File: src/rtl/pipeline_stall_ctrl_if.sv
`default_nettype none
// ============================================================================
// Module   : pipeline_stall_ctrl_if
// Brief    : Hazard-side inputs and stage-register control outputs of the
//            pipeline stall/flush controller, grouped as one bundle.
//            master : pipeline datapath (drives hazard info, receives controls)
//            slave  : stall/flush controller
// Revision : 1.0  initial release
// ============================================================================
interface pipeline_stall_ctrl_if #(
  parameter int CNT_W = 32
);
  // Hazard information from the D/E/M pipeline registers
  logic [4:0]       RS1D;
  logic [4:0]       RS2D;
  logic [4:0]       RDE;
  logic             RegWriteE;
  logic             MemReadE;
  logic             PCSrcE;
  logic             MemReqM;
  logic             DMemReadyM;

  // Stage-register controls toward F/D/E/M/W
  logic             StallF;
  logic             StallD;
  logic             StallE;
  logic             StallM;
  logic             FlushD;
  logic             FlushE;
  logic             FlushW;

  // Watchdog and performance counters
  logic             MemTimeout;
  logic [CNT_W-1:0] StallCount;
  logic [CNT_W-1:0] FlushCount;

  modport master (
    output RS1D, RS2D, RDE, RegWriteE, MemReadE, PCSrcE, MemReqM, DMemReadyM,
    input  StallF, StallD, StallE, StallM, FlushD, FlushE, FlushW,
    input  MemTimeout, StallCount, FlushCount
  );

  modport slave (
    input  RS1D, RS2D, RDE, RegWriteE, MemReadE, PCSrcE, MemReqM, DMemReadyM,
    output StallF, StallD, StallE, StallM, FlushD, FlushE, FlushW,
    output MemTimeout, StallCount, FlushCount
  );
endinterface
`default_nettype wire

File: src/rtl/pipeline_stall_ctrl.sv
`default_nettype none
// ============================================================================
// Module   : pipeline_stall_ctrl
// Brief    : Stall/flush controller for the 5-stage RV32 core. Resolves the
//            hazards forwarding cannot (load-use, taken redirect, data-memory
//            wait states), keeps a memory-wait watchdog and stall/flush
//            performance counters.
// Revision : 1.0  initial release
// ============================================================================
module pipeline_stall_ctrl #(
  parameter int TIMEOUT = 255,  // consecutive wait cycles before MemTimeout (2..65535)
  parameter int CNT_W   = 32    // performance counter width
) (
  input  wire logic            clk,
  input  wire logic            rst,   // asynchronous, active-low
  pipeline_stall_ctrl_if.slave bus
);

  // Compare value for the watchdog: the edge that ends the TIMEOUT-th wait cycle
  localparam logic [15:0] c_TIMEOUT_M1 = 16'(TIMEOUT - 1);
  localparam logic [15:0] c_WAIT_MAX   = 16'hFFFF;

  typedef enum logic [0:0] {
    RUN  = 1'b0,
    WAIT = 1'b1
  } state_t;

  // --------------------------------------------------------------------------
  // Hazard detection
  // --------------------------------------------------------------------------
  logic w_mem_stall;
  logic w_redirect;
  logic w_load_use;
  logic w_rd_match;

  assign w_mem_stall = bus.MemReqM & ~bus.DMemReadyM;
  assign w_redirect  = bus.PCSrcE;
  assign w_rd_match  = (bus.RDE == bus.RS1D) | (bus.RDE == bus.RS2D);
  // x0 is never a real dependency, so a load to x0 does not stall
  assign w_load_use  = bus.MemReadE & bus.RegWriteE & (bus.RDE != 5'd0) & w_rd_match;

  // --------------------------------------------------------------------------
  // Stage controls
  // --------------------------------------------------------------------------
  logic w_stall_f;
  logic w_stall_d;
  logic w_stall_e;
  logic w_stall_m;
  logic w_flush_d;
  logic w_flush_e;
  logic w_flush_w;

  // Prioritised hazard resolution; memory wait freezes everything so that a
  // pending redirect or load-use simply re-evaluates once memory completes.
  always_comb begin
    w_stall_f = 1'b0;
    w_stall_d = 1'b0;
    w_stall_e = 1'b0;
    w_stall_m = 1'b0;
    w_flush_d = 1'b0;
    w_flush_e = 1'b0;
    w_flush_w = 1'b0;
    if (rst) begin
      if (w_mem_stall) begin
        w_stall_f = 1'b1;
        w_stall_d = 1'b1;
        w_stall_e = 1'b1;
        w_stall_m = 1'b1;
        w_flush_w = 1'b1;
      end else if (w_redirect) begin
        // Decode instruction is squashed, so any load-use on it is moot
        w_flush_d = 1'b1;
        w_flush_e = 1'b1;
      end else if (w_load_use) begin
        w_stall_f = 1'b1;
        w_stall_d = 1'b1;
        w_flush_e = 1'b1;
      end
    end
  end

  assign bus.StallF = w_stall_f;
  assign bus.StallD = w_stall_d;
  assign bus.StallE = w_stall_e;
  assign bus.StallM = w_stall_m;
  assign bus.FlushD = w_flush_d;
  assign bus.FlushE = w_flush_e;
  assign bus.FlushW = w_flush_w;

  // --------------------------------------------------------------------------
  // Memory-wait FSM and watchdog
  // --------------------------------------------------------------------------
  state_t      state_q;
  logic [15:0] wait_cnt_q;
  logic        timeout_q;

  // Track wait episodes; the counter only advances while waiting and the
  // timeout flag is sticky until reset.
  always_ff @(posedge clk or negedge rst) begin
    if (!rst) begin
      state_q    <= RUN;
      wait_cnt_q <= 16'd0;
      timeout_q  <= 1'b0;
    end else begin
      case (state_q)
        RUN: begin
          if (w_mem_stall) begin
            state_q    <= WAIT;
            wait_cnt_q <= 16'd1;
          end else begin
            wait_cnt_q <= 16'd0;
          end
        end
        WAIT: begin
          if (w_mem_stall) begin
            if (wait_cnt_q == c_TIMEOUT_M1) begin
              timeout_q <= 1'b1;
            end
            if (wait_cnt_q != c_WAIT_MAX) begin
              wait_cnt_q <= wait_cnt_q + 16'd1;
            end
          end else begin
            state_q    <= RUN;
            wait_cnt_q <= 16'd0;
          end
        end
        default: begin
          state_q    <= RUN;
          wait_cnt_q <= 16'd0;
        end
      endcase
    end
  end

  assign bus.MemTimeout = timeout_q;

  // --------------------------------------------------------------------------
  // Performance counters (free-running, wrap on overflow)
  // --------------------------------------------------------------------------
  logic             w_any_stall;
  logic             w_any_flush;
  logic [CNT_W-1:0] stall_count_q;
  logic [CNT_W-1:0] stall_count_d;
  logic [CNT_W-1:0] flush_count_q;
  logic [CNT_W-1:0] flush_count_d;

  assign w_any_stall = w_stall_f | w_stall_d | w_stall_e | w_stall_m;
  assign w_any_flush = w_flush_d | w_flush_e;

  // Next-count selection
  always_comb begin
    stall_count_d = stall_count_q;
    flush_count_d = flush_count_q;
    if (w_any_stall) begin
      stall_count_d = stall_count_q + CNT_W'(1);
    end
    if (w_any_flush) begin
      flush_count_d = flush_count_q + CNT_W'(1);
    end
  end

  // Counter registers
  always_ff @(posedge clk or negedge rst) begin
    if (!rst) begin
      stall_count_q <= '0;
      flush_count_q <= '0;
    end else begin
      stall_count_q <= stall_count_d;
      flush_count_q <= flush_count_d;
    end
  end

  assign bus.StallCount = stall_count_q;
  assign bus.FlushCount = flush_count_q;

endmodule
`default_nettype wire

File: src/flat_wrapper.sv
// flat-port wrapper written by rule: the top's interface ports become plain ports
module pipeline_stall_ctrl_flat 
#(
  parameter int TIMEOUT = 255,                                                         
  parameter int CNT_W   = 32                                
)
  (clk, rst, bus_RS1D, bus_RS2D, bus_RDE, bus_RegWriteE, bus_MemReadE, bus_PCSrcE, bus_MemReqM, bus_DMemReadyM, bus_StallF, bus_StallD, bus_StallE, bus_StallM, bus_FlushD, bus_FlushE, bus_FlushW, bus_MemTimeout, bus_StallCount, bus_FlushCount);
  pipeline_stall_ctrl_if #(.CNT_W(CNT_W)) bus_i ();
  input  wire logic clk;
  input  wire logic rst;
  input wire logic [$bits(bus_i.RS1D)-1:0] bus_RS1D;
  input wire logic [$bits(bus_i.RS2D)-1:0] bus_RS2D;
  input wire logic [$bits(bus_i.RDE)-1:0] bus_RDE;
  input wire logic [$bits(bus_i.RegWriteE)-1:0] bus_RegWriteE;
  input wire logic [$bits(bus_i.MemReadE)-1:0] bus_MemReadE;
  input wire logic [$bits(bus_i.PCSrcE)-1:0] bus_PCSrcE;
  input wire logic [$bits(bus_i.MemReqM)-1:0] bus_MemReqM;
  input wire logic [$bits(bus_i.DMemReadyM)-1:0] bus_DMemReadyM;
  output wire logic [$bits(bus_i.StallF)-1:0] bus_StallF;
  output wire logic [$bits(bus_i.StallD)-1:0] bus_StallD;
  output wire logic [$bits(bus_i.StallE)-1:0] bus_StallE;
  output wire logic [$bits(bus_i.StallM)-1:0] bus_StallM;
  output wire logic [$bits(bus_i.FlushD)-1:0] bus_FlushD;
  output wire logic [$bits(bus_i.FlushE)-1:0] bus_FlushE;
  output wire logic [$bits(bus_i.FlushW)-1:0] bus_FlushW;
  output wire logic [$bits(bus_i.MemTimeout)-1:0] bus_MemTimeout;
  output wire logic [$bits(bus_i.StallCount)-1:0] bus_StallCount;
  output wire logic [$bits(bus_i.FlushCount)-1:0] bus_FlushCount;
  assign bus_i.RS1D = bus_RS1D;
  assign bus_i.RS2D = bus_RS2D;
  assign bus_i.RDE = bus_RDE;
  assign bus_i.RegWriteE = bus_RegWriteE;
  assign bus_i.MemReadE = bus_MemReadE;
  assign bus_i.PCSrcE = bus_PCSrcE;
  assign bus_i.MemReqM = bus_MemReqM;
  assign bus_i.DMemReadyM = bus_DMemReadyM;
  assign bus_StallF = bus_i.StallF;
  assign bus_StallD = bus_i.StallD;
  assign bus_StallE = bus_i.StallE;
  assign bus_StallM = bus_i.StallM;
  assign bus_FlushD = bus_i.FlushD;
  assign bus_FlushE = bus_i.FlushE;
  assign bus_FlushW = bus_i.FlushW;
  assign bus_MemTimeout = bus_i.MemTimeout;
  assign bus_StallCount = bus_i.StallCount;
  assign bus_FlushCount = bus_i.FlushCount;
  pipeline_stall_ctrl #(.TIMEOUT(TIMEOUT), .CNT_W(CNT_W)) u_core (.clk(clk), .rst(rst), .bus(bus_i));
endmodule
File: config.mk
export PLATFORM = sky130hd
export DESIGN_NAME = pipeline_stall_ctrl_flat
export DESIGN_NICKNAME = d
export VERILOG_FILES = /design/src/rtl/pipeline_stall_ctrl_if.sv /design/src/rtl/pipeline_stall_ctrl.sv /design/src/flat_wrapper.sv
export SDC_FILE = /design/constraint.sdc
export NUM_CORES = 1
export LEC_CHECK = 0
export CAP_MARGIN = 20
export CORE_ASPECT_RATIO = 1.2
export CORE_MARGIN = 5
export CORE_UTILIZATION = 54
export DETAILED_ROUTE_END_ITERATION = 6
export GPL_ROUTABILITY_DRIVEN = 1
export GPL_TIMING_DRIVEN = 0
export PLACE_DENSITY_LB_ADDON = 0.3
export SYNTH_ARGS = -nofsm -noshare
export SYNTH_HDL_FRONTEND = slang
export SYNTH_SLANG_ARGS = --single-unit
File: constraint.sdc
create_clock -name clk -period 3.56 [get_ports clk]
set_clock_uncertainty 0.05 [all_clocks]
set_input_delay 0.534 -clock clk [delete_from_list [all_inputs] [get_ports clk]]
set_output_delay 0.534 -clock clk [all_outputs]
set_load 0.01 [all_outputs]
==> results of run 1 <==
==> cell families (layout without fill, tap and decap cells) <==
logic type | count (synthesis) | count (layout) | synth area share [%]
compound gates | 15 | 15 | 3.47
xor+xnor | 84 | 84 | 18.1
fa+ha+maj | 4 | 4 | 1.23
buf+inv | 18 | 130 | 2.34
flops | 82 | 82 | 50.4
mux | 2 | 2 | 0.523
simple gates | 184 | 184 | 23.9
==> per-stage QoR <==
step                      setup slack (ns)  total power [uW]  TNS (ns)  hold WS [ns]  cell area [um2]
after floorplan                       1.10              1220         0         0.188             4070
after global placement               -2.49              1410   -208.79         0.410             5110
final                               0.0811              2100         0         0.116             5370
after global routing                0.0170              2200         0         0.133             5370
after detailed placement           -0.0434              1420   -0.0434         0.380             5140
after CTS                           0.0123              2120         0         0.122             5360
==> area by class of cell <==
type | instances | area share [%]
Sequential cell | 82 | 38.2
Multi-Input combinational cell | 289 | 35.9
Timing Repair Buffer | 96 | 18.1
Clock buffer | 9 | 2.31
Tap cell | 90 | 2.10
Clock inverter | 7 | 1.49
Buffer | 10 | 1.21
Inverter | 8 | 0.560
==> metal layers <==
metal | part of all wire, % | GRT usage [%]
met1 | 42 | 26.6
met2 | 49 | 32.2
met3 | 8.3 | 7.17
met5 | 0 | 0
met4 | 1.3 | 6.81
==> registers in the layout, indices dropped and copies added, names as in the netlist <==
signal and flops:
u_core.bus.StallCount 32, u_core.wait_cnt_q 16, u_core.state_q 1, u_core.bus.MemTimeout 1, u_core.bus.FlushCount 32
==> final timing paths <==
check | startpoint | endpoint | cells past startpoint
setup / recovery | bus_RDE[0] | bus_StallF | 7
hold / removal | rst | u_core.bus.FlushCount[21] | 2
setup reg to reg | u_core.bus.FlushCount[9] | u_core.bus.FlushCount[31] | 5
hold reg to reg | u_core.bus.StallCount[31] | u_core.bus.StallCount[31] | 1
max in group asynchronous | rst | u_core.bus.StallCount[10] | 2
min in group clk | u_core.bus.StallCount[31] | u_core.bus.StallCount[31] | 1
==> power by group through the flow <==
stage	Sequential [uW]	Clock, uW	Combinational [uW]
2_1_floorplan	1090	0	122
3_3_place_gp	1080	0	334
3_5_place_dp	1080	0	347
4_1_cts	1060	714	350
5_1_grt	1070	761	373
6_report	1060	698	344
==> cell usage in the layout (no fill, tap or decap), types with 2 or more instances in the layout <==
cell / instances
a21o_1: 2
and2_1: 6
and3_1: 21
and4_1: 9
buf_4: 5
buf_6: 2
clkbuf_1: 3
clkbuf_8: 9
clkdlybuf4s50_1: 92
clkinvlp_4: 2
dfrtp_1: 82
ha_1: 4
inv_1: 7
inv_6: 4
nand2_1: 37
nand3_1: 35
nand4_1: 27
nor2_1: 26
nor3_1: 11
nor3b_1: 2
nor4_1: 2
o32ai_2: 2
or3_1: 2
xnor2_1: 65
xor2_1: 19
==> repair_timing <==
item | 4_1_cts | 5_1_grt
resized for setup | 0 | 1
endpoints found under the setup margin | 1 | 2
endpoints found under the hold margin | 18 | 0
hold buffers | 1 | 0
setup buffers | 1 | 0
pin swaps | 1 | 0
==> critical path, stage by stage <==
cell and delay [ns]:
clkdlybuf4s50_1 0.47, or3_1 0.39, o311a_1 0.37, a31o_2 0.31
and2_1 0.21, buf_4 0.14, clkdlybuf4s50_1 0.47
==> summary.txt, run 1 <==
Pwr
  – Lkg Pwr: 0.00223 uW
  – Sw Pwr: 583 uW
  – Reg power frac: 50.4%
  – VDD IR max: 0.000272 V
  – Internal power: 1520 uW
  – Switching Share: 27.7%
  – Power Density: 392 nW/um2
  – Clock power share: 33.2%
  – Gate power share: 16.4%

Floorplanning
  – DIE AREA: 9380 um2
  – Core ar.: 7320 um2
  – Initial Utilization: 55.6%
  – Die H: 105 um
  – # IOs: 94
  – Die Span X: 89.2 um
  – Row count: 34

Layout
  – Area growth, synth to finish: 31.9%
  – Ant diodes: 0
  – Register area: 2050 um2
  – Fill cells: 541
  – Non-filler cells, final: 591
  – Share of layout cells above drive strength 1: 6.79%
  – Final nets: 522
  – Post-Route Utilization: 73.3%
  – Multi-input logic area: 1930 um2

Synth
  – Synth Warn #: 0
  – Yosys top cell by area: dfrtp_1
  – Syn_area_per_cell: 10.5 um2
  – Synth top area share: 50.4%
  – Post-synth cell types: 43
  – Cell Area, Synth: 4070 um2
  – Main flop type after synthesis: dfrtp_1
  – Seq cells post-synth: 82
  – Post-synth EDFFs: 0
  – Syn Inst Count: 389
  – Most instantiated cells after synthesis: dfrtp_1, xnor2_1, nand2_1
  – Synth area leaders: dfrtp_1, xnor2_1, nand3_1
  – Top-count cell post-synth: dfrtp_1
  – Synthesized Nets: 415
  – Asr flop ratio synth: 100%
  – Sequential element share of the synthesized area: 50.4%

Setup path
  – Kind of critical path: primary input to output port
  – CP max FO: 5
  – CP arrival: 2.89 ns
  – Critical path data required time: 2.98 ns
  – Worst Setup End Kind: output port
  – Crit path launch type: primary input
  – R2R Setup Slk: 1.17 ns

Hold path
  – Min-delay worst type: primary input to async pin

Global routing
  – Remaining Overflow, GRT: 0
  – Number of global-route vias before repair: 3306
  – Initial antenna violation count: 0
  – Global-route wire length before repair: 15500 um
  – Largest net degree at the start of global routing: 66
  – GRT Util Overall: 20.6%

STA
  – Setup-failing EPs final: 0
  – Slew @ Worst Pin: 0.827 ns
  – Relative slew slack: 44.4%
  – Final Hold Fails: 0
  – RSZ-0062 raised after global routing: no
  – Slew Limit Fails: 0
  – Final worst-path cycle share: 97.7%
  – Fmax achieved: 0.287 GHz
  – Final min period: 3.48 ns

Detailed routing
  – DR DRC count: 0
  – Drt total wl: 9050 um
  – DR pass1 iterations: 6
  – 1st-iter DRT viols: 152
  – Via count: 3238
  – Remaining antenna violation count: 0
  – WL/cell: 15.3 um
  – Avg Vias per Cell: 5.48

CTS
  – Clk_lat worst skew: 0.36 ns
  – CTS sink cnt: 82
  – Maximum root-to-sink buffer count: 2
  – CTS tree: done
  – Num CTS Buffers: 9
  – Root Buffer: clkbuf_8
  – Htree depth: 3
  – Clock transition at path regs: 0.10 ns

Placement
  – Port Buffers: 93
  – Placer Congestion: 0.809
  – Dpl cells: 573
  – Hpwl dp: 6630 um

Job
  – Count of max-cap constraint violations: 0

Outcome
  – Outcome: finished, final reports clean
Power figures use the tool's default switching activity.
==> run 2, diff against run 1 <==
--- a/config.mk
+++ b/config.mk
@@ -5,10 +5,10 @@
 export SDC_FILE = /design/constraint.sdc
 export NUM_CORES = 1
 export LEC_CHECK = 0
-export CAP_MARGIN = 20
 export CORE_ASPECT_RATIO = 1.2
 export CORE_MARGIN = 5
 export CORE_UTILIZATION = 54
+export CTS_BUF_LIST = sky130_fd_sc_hd__clkbuf_16
 export DETAILED_ROUTE_END_ITERATION = 6
 export GPL_ROUTABILITY_DRIVEN = 1
 export GPL_TIMING_DRIVEN = 0
==> summary.txt, run 2 (synthesized netlist as in run 1, its figures left out) <==
Setup path
  – Worst Setup End Kind: output port (unchanged)
  – Worst R2R End: u_core.bus.FlushCount[31] (unchanged)
  – Critical path data required time: 2.98 ns (about the same)
  – Worst reg2reg path startpoint: u_core.bus.FlushCount[9] (unchanged)
  – CP max FO: 5 (unchanged)
  – Kind of critical path: primary input to output port (unchanged)
  – Cell count of the worst reg-to-reg path: 5 (unchanged)
  – R2R Setup Slk: 1.20 ns (was 1.17 ns)
  – CP arrival: 2.88 ns (was 2.89 ns)
  – Crit path launch type: primary input (unchanged)

Detailed routing
  – Via count: 3261 (was 3238)
  – DR pass1 iterations: 4 (was 6)
  – Remaining antenna violation count: 0 (unchanged)
  – Uppermost layer routed: met4 (unchanged)
  – DR DRC count: 0 (unchanged)
  – Avg Vias per Cell: 5.53 (was 5.48)
  – 1st-iter DRT viols: 150 (was 152)
  – Drt total wl: 9280 um (was 9050 um)
  – Wl on met1: 3850 um (was 3760 um)
  – Met3 wire len: 684 um (was 752 um)
  – WL/cell: 15.7 um (was 15.3 um)
  – Met2 wire len: 4580 um (was 4420 um)

Placement
  – Hpwl dp: 6630 um (unchanged)
  – Placer Congestion: 0.809 (unchanged)
  – Dpl cells: 573 (unchanged)
  – Port Buffers: 93 (unchanged)

Floorplanning
  – Row count: 34 (unchanged)
  – Die H: 105 um (unchanged)
  – # IOs: 94 (unchanged)
  – Core ar.: 7320 um2 (unchanged)
  – DIE AREA: 9380 um2 (unchanged)
  – Die Span X: 89.2 um (unchanged)
  – Initial Utilization: 55.6% (unchanged)

STA
  – Final min period: 3.47 ns (was 3.48 ns)
  – Slew Limit Fails: 0 (unchanged)
  – RSZ-0062 raised after global routing: no (unchanged)
  – Final Hold Fails: 0 (unchanged)
  – Setup-failing EPs final: 0 (unchanged)
  – Final worst-path cycle share: 97.4% (was 97.7%)
  – Slew @ Worst Pin: 0.804 ns (was 0.827 ns)
  – Fmax achieved: 0.288 GHz (was 0.287 GHz)
  – Final TNS setup: 0 ns (unchanged)
  – Relative slew slack: 45.9% (was 44.4%)

CTS
  – CTS sink cnt: 82 (unchanged)
  – Maximum root-to-sink buffer count: 2 (unchanged)
  – Clk_lat worst skew: 0.34 ns (was 0.36 ns)
  – Htree depth: 3 (unchanged)
  – Num CTS Buffers: 9 (unchanged)
  – CTS tree: done (unchanged)
  – Root Buffer: clkbuf_16 (was clkbuf_8)
  – CTS Hold Buffers Added: 0 (was 1)
  – Clock transition at path regs: 0.06 ns (was 0.10 ns)

Job
  – Count of max-cap constraint violations: 0 (unchanged)

Layout
  – Share of layout cells above drive strength 1: 6.80% (was 6.79%)
  – Post-Route Utilization: 74.6% (was 73.3%)
  – Fill cells: 533 (was 541)
  – Most frequent cells in the layout: clkdlybuf4s50_1, dfrtp_1, xnor2_1 (unchanged)
  – Commonest non-fill, non-tap cell in the layout: clkdlybuf4s50_1 (unchanged)
  – Area growth, synth to finish: 34.1% (was 31.9%)
  – Non-filler cells, final: 590 (was 591)
  – Final nets: 521 (was 522)
  – Ant diodes: 0 (unchanged)

Global routing
  – Number of global-route vias before repair: 3366 (was 3306)
  – GRT Util Overall: 20.9% (was 20.6%)
  – Initial antenna violation count: 0 (unchanged)
  – Remaining Overflow, GRT: 0 (unchanged)
  – Largest net degree at the start of global routing: 66 (unchanged)
  – Global-route wire length before repair: 15600 um (was 15500 um)

Pwr
  – Power Density: 432 nW/um2 (was 392 nW/um2)
  – VDD IR max: 0.000266 V (was 0.000272 V)
  – Lkg Pwr: 0.00227 uW (was 0.00223 uW)

Outcome
  – Outcome: finished, final reports clean (unchanged)

Hold path
  – Min-delay worst type: primary input to async pin (unchanged)
==> run 2: cell types whose count changed in the layout (fill, tap and decap cells not counted) <==
cell           previous run  this run
clkbuf_8                  9         0
dlygate4sd3_1             1         0
clkbuf_16                 0         9
==> run 2: per-stage QoR <==
stage / hold slack (ns) / cell area [um2] / worst slack, ns / total power, uW
floorplan: 0.188 / 4070 / 1.10 / 1220
global placement: 0.410 / 5110 / -2.49 / 1410
detailed placement: 0.380 / 5140 / -0.0434 / 1420
CTS: 0.0232 / 5450 / 0.0277 / 2380
global route: 0.0345 / 5460 / 0.0270 / 2460
finish: 0.0206 / 5460 / 0.0929 / 2360
==> run 2: timing repair <==
item / in CTS / in global routing
setup endpoints to repair: 1 / 1
resized for setup: 0 / 1
setup buffers: 1 / 0
pin swaps: 1 / 0
==> run 2: report_power, final <==
part / total [uW] / internal, uW / switching, uW / leakage (uW)
clock network: 953 / 553 / 400 / 0.000143
registers: 1060 / 990 / 71.1 / 0.00113
logic: 344 / 196 / 148 / 0.00100
total: 2360 / 1740 / 619 / 0.00227
==> run 2: critical path, stage by stage <==
cell and delay, ns:
clkdlybuf4s50_1 0.47, or3_1 0.39, o311a_1 0.36, a31o_2 0.31
and2_1 0.21, buf_4 0.14, clkdlybuf4s50_1 0.46
==> run 2: layout make-up <==
cell class,count,area (um2),share of cell area [%]
Inverter,8,30.0,0.550
Timing Repair Buffer,95,963,17.7
Clock inverter,7,80.1,1.47
Clock buffer,9,225,4.13
Multi-Input combinational cell,289,1930,35.3
Tap cell,90,113,2.06
Sequential cell,82,2050,37.6
Buffer,10,65.1,1.19
==> run 2: metal layers <==
layer | up-vias | track usage, %
met4 | 0 | 7.66
li1 | 1572 | -
met3 | 15 | 6.46
met5 | - | 0
met1 | 1571 | 26.4
met2 | 103 | 33.3
==> run 2: how the worst max path moves through the flow <==
stage / depth (start not counted) / endpoint / start
5_1_grt: 7 / bus_StallF / bus_RDE[0]
3_3_place_gp: 8 / u_core.bus.StallCount[29] / rst
6_report: 7 / bus_StallF / bus_RDE[0]
4_1_cts: 8 / bus_StallF / bus_RDE[0]
3_5_place_dp: 8 / bus_FlushE / bus_RDE[0]
2_1_floorplan: 5 / bus_StallF / bus_RDE[0]
==> run 3, diff against run 2 <==
--- a/config.mk
+++ b/config.mk
@@ -5,6 +5,7 @@
 export SDC_FILE = /design/constraint.sdc
 export NUM_CORES = 1
 export LEC_CHECK = 0
+export CAP_MARGIN = 20
 export CORE_ASPECT_RATIO = 1.2
 export CORE_MARGIN = 5
 export CORE_UTILIZATION = 54
==> results of run 3 <==
Final layout, timing and power as in run 2 (identical DEF).
==> variant: new RTL, flow settings as in run 3 <==
`CNT_W` is set to 32 in 3 places; all go to 16.
--- a/src/rtl/pipeline_stall_ctrl_if.sv
+++ b/src/rtl/pipeline_stall_ctrl_if.sv
@@ -10,3 +10,3 @@
 interface pipeline_stall_ctrl_if #(
-  parameter int CNT_W = 32
+  parameter int CNT_W = 16
 );
--- a/src/rtl/pipeline_stall_ctrl.sv
+++ b/src/rtl/pipeline_stall_ctrl.sv
@@ -11,3 +11,3 @@
   parameter int TIMEOUT = 255,  // consecutive wait cycles before MemTimeout (2..65535)
-  parameter int CNT_W   = 32    // performance counter width
+  parameter int CNT_W   = 16    // performance counter width
 ) (
--- a/src/flat_wrapper.sv
+++ b/src/flat_wrapper.sv
@@ -4,3 +4,3 @@
   parameter int TIMEOUT = 255,                                                         
-  parameter int CNT_W   = 32                                
+  parameter int CNT_W   = 16                                
 )
Ports: changed (resized bus_FlushCount and bus_StallCount); port bits go from 94 to 62. No check against the original RTL was run, so the function may have changed too.
==> variant against run 3 <==
  * Worst setup slack better by 0.055 ns
  * Count of clock-buffer cells in the layout down 4
  * Routed wire length down 34%
  * Largest cell class is now multi-input combinational cells
  * Highest routed layer unchanged
  * Area after synthesis down 35%
  * Total power down 30%
  * Sequential cell count down 32
  * Non-clock buffer count down 30
  * Cell area down 34%
  * Critical path depth up 1
  * Global-route usage about the same
  * Critical path type unchanged
==> variant: results (changes against run 3) <==
async_reset_ff_share_pct: 100  # unchanged
cp_data_arrival_time_ns: 2.83  # -0.05 ns
p_leak_nw: 1.50  # -34%
fin_nets: 355  # -32%
drt_iter0_drc: 138  # -8.0%
status: "finished, final reports clean"
antenna_found_initial: 0  # unchanged
nFillCells: 344  # -35%
syn-num-nets: 281  # -32%
worst_pin_slew_ns: 0.613  # -0.191 ns
dp_hpwl_mm: 4.34  # -35%
max_stage_delay_ns: 0.52  # +0.05 ns
grt_pass1_wl_mm: 10.5  # -33%
path_max_fanout: 6  # +1
dr.pass1.iters: 4  # unchanged
grt_pass1_vias: 2276  # -32%
drt-total-wl_mm: 6.09  # -34%
critPathTopFamily: "buffers and inverters"
grt_overflow_total: 0  # unchanged
synthTopCellsByArea: "dfrtp_1 (47%), xnor2_1 (9.3%), xor2_1 (7.0%)"
cts_buffers: 5  # -4
htreeDepth: 2  # -1
slowest_stage: "clkdlybuf4s50_1"
grt_usage_pct: 20.9  # about the same
place_area_um2: 3330  # -35%
vdd_ir_drop_max_mv: 0.340  # +28%
drive_above_1_share_pct: 10.9  # +4.1 points
dp_slack_ns: -0.00565  # +0.0378 ns
multi_input_area_um2: 1330  # -31%
max-cap-violations: 0  # unchanged
vias: 2175  # -33%
gp_congestion: 0.866  # +7.1%
clock_latency_ns: 0.29  # -0.05 ns
numPortBuffers: 60  # -35%
ys_seq_area_share_pct: 47.4  # -3.1 points
grt_start_max_net_pins: 36  # -45%
## variant: logic make-up after synthesis
group                    after synthesis  share of synthesized area (%)
AO/OA/AOI/OAI                         27                           9.52
XOR/XNOR                              49                           16.2
adder cells (fa/ha/maj)                4                           1.89
buffers and inverters                 15                           2.70
flip-flops                            50                           47.4
multiplexers                           2                          0.995
AND/OR/NAND/NOR                      108                           21.3
## variant: report_power, final
part | switching (mW) | internal [mW] | total (mW)
clock | 0.202 | 0.400 | 0.602
combinational | 0.148 | 0.198 | 0.347
sequential | 0.0866 | 0.625 | 0.711
total | 0.437 | 1.22 | 1.66
## variant: path summary, 6_finish.rpt
kind | to | cells after the start | start | slack, ns
max | bus_StallF | 8 | bus_RDE[0] | 0.15
min | u_core.bus.FlushCount[14]$_DFFE_PN0P_ | 1 | rst | 0.18
max reg2reg | u_core.bus.FlushCount[15]$_DFFE_PN0P_ | 6 | u_core.bus.FlushCount[2]$_DFFE_PN0P_ | 1.57
min reg2reg | u_core.bus.StallCount[15]$_DFFE_PN0P_ | 1 | u_core.bus.StallCount[15]$_DFFE_PN0P_ | 0.42
max in group asynchronous | u_core.wait_cnt_q[14]$_DFFE_PN0P_ | 2 | rst | 2.72
min in group clk | u_core.bus.StallCount[15]$_DFFE_PN0P_ | 1 | u_core.bus.StallCount[15]$_DFFE_PN0P_ | 0.42
## variant: metrics by stage
| stage | instances | hold WS (ns) |
|---|---|---|
| 6_report | 390 | 0.177 |
| 5_1_grt | 390 | 0.239 |
| 4_1_cts | 384 | 0.200 |
| 3_5_place_dp | 376 | 0.414 |
| 3_3_place_gp | 375 | 0.410 |
| 2_1_floorplan | 255 | 0.188 |
## variant: cell type report
type | instances | area share [%]
tap | 60 | 2.10
multi-input combinational | 190 | 37.1
clock buffer | 5 | 3.50
clock inverter | 3 | 1.78
inverter | 7 | 0.734
buffer | 8 | 1.36
timing repair buffer | 67 | 18.5
sequential | 50 | 35.0
## variant: timing repair
action | in CTS | in global routing
resized for setup | 1 | 2
buffers inserted | 0 | 6
setup endpoints to repair | 1 | 2
hold buffers | 0 | 0
pin swaps | 0 | 2
gates cloned | 0 | 0
## variant: per-layer routing
| layer | GRT usage, % | share of wire [%] | routed length (um) |
|---|---|---|---|
| met5 | 0 | 0 | 0 |
| met4 | 6.92 | 2.2 | 133 |
| met3 | 5.22 | 4.9 | 298 |
| met2 | 35.4 | 52 | 3180 |
| met1 | 25.6 | 41 | 2480 |
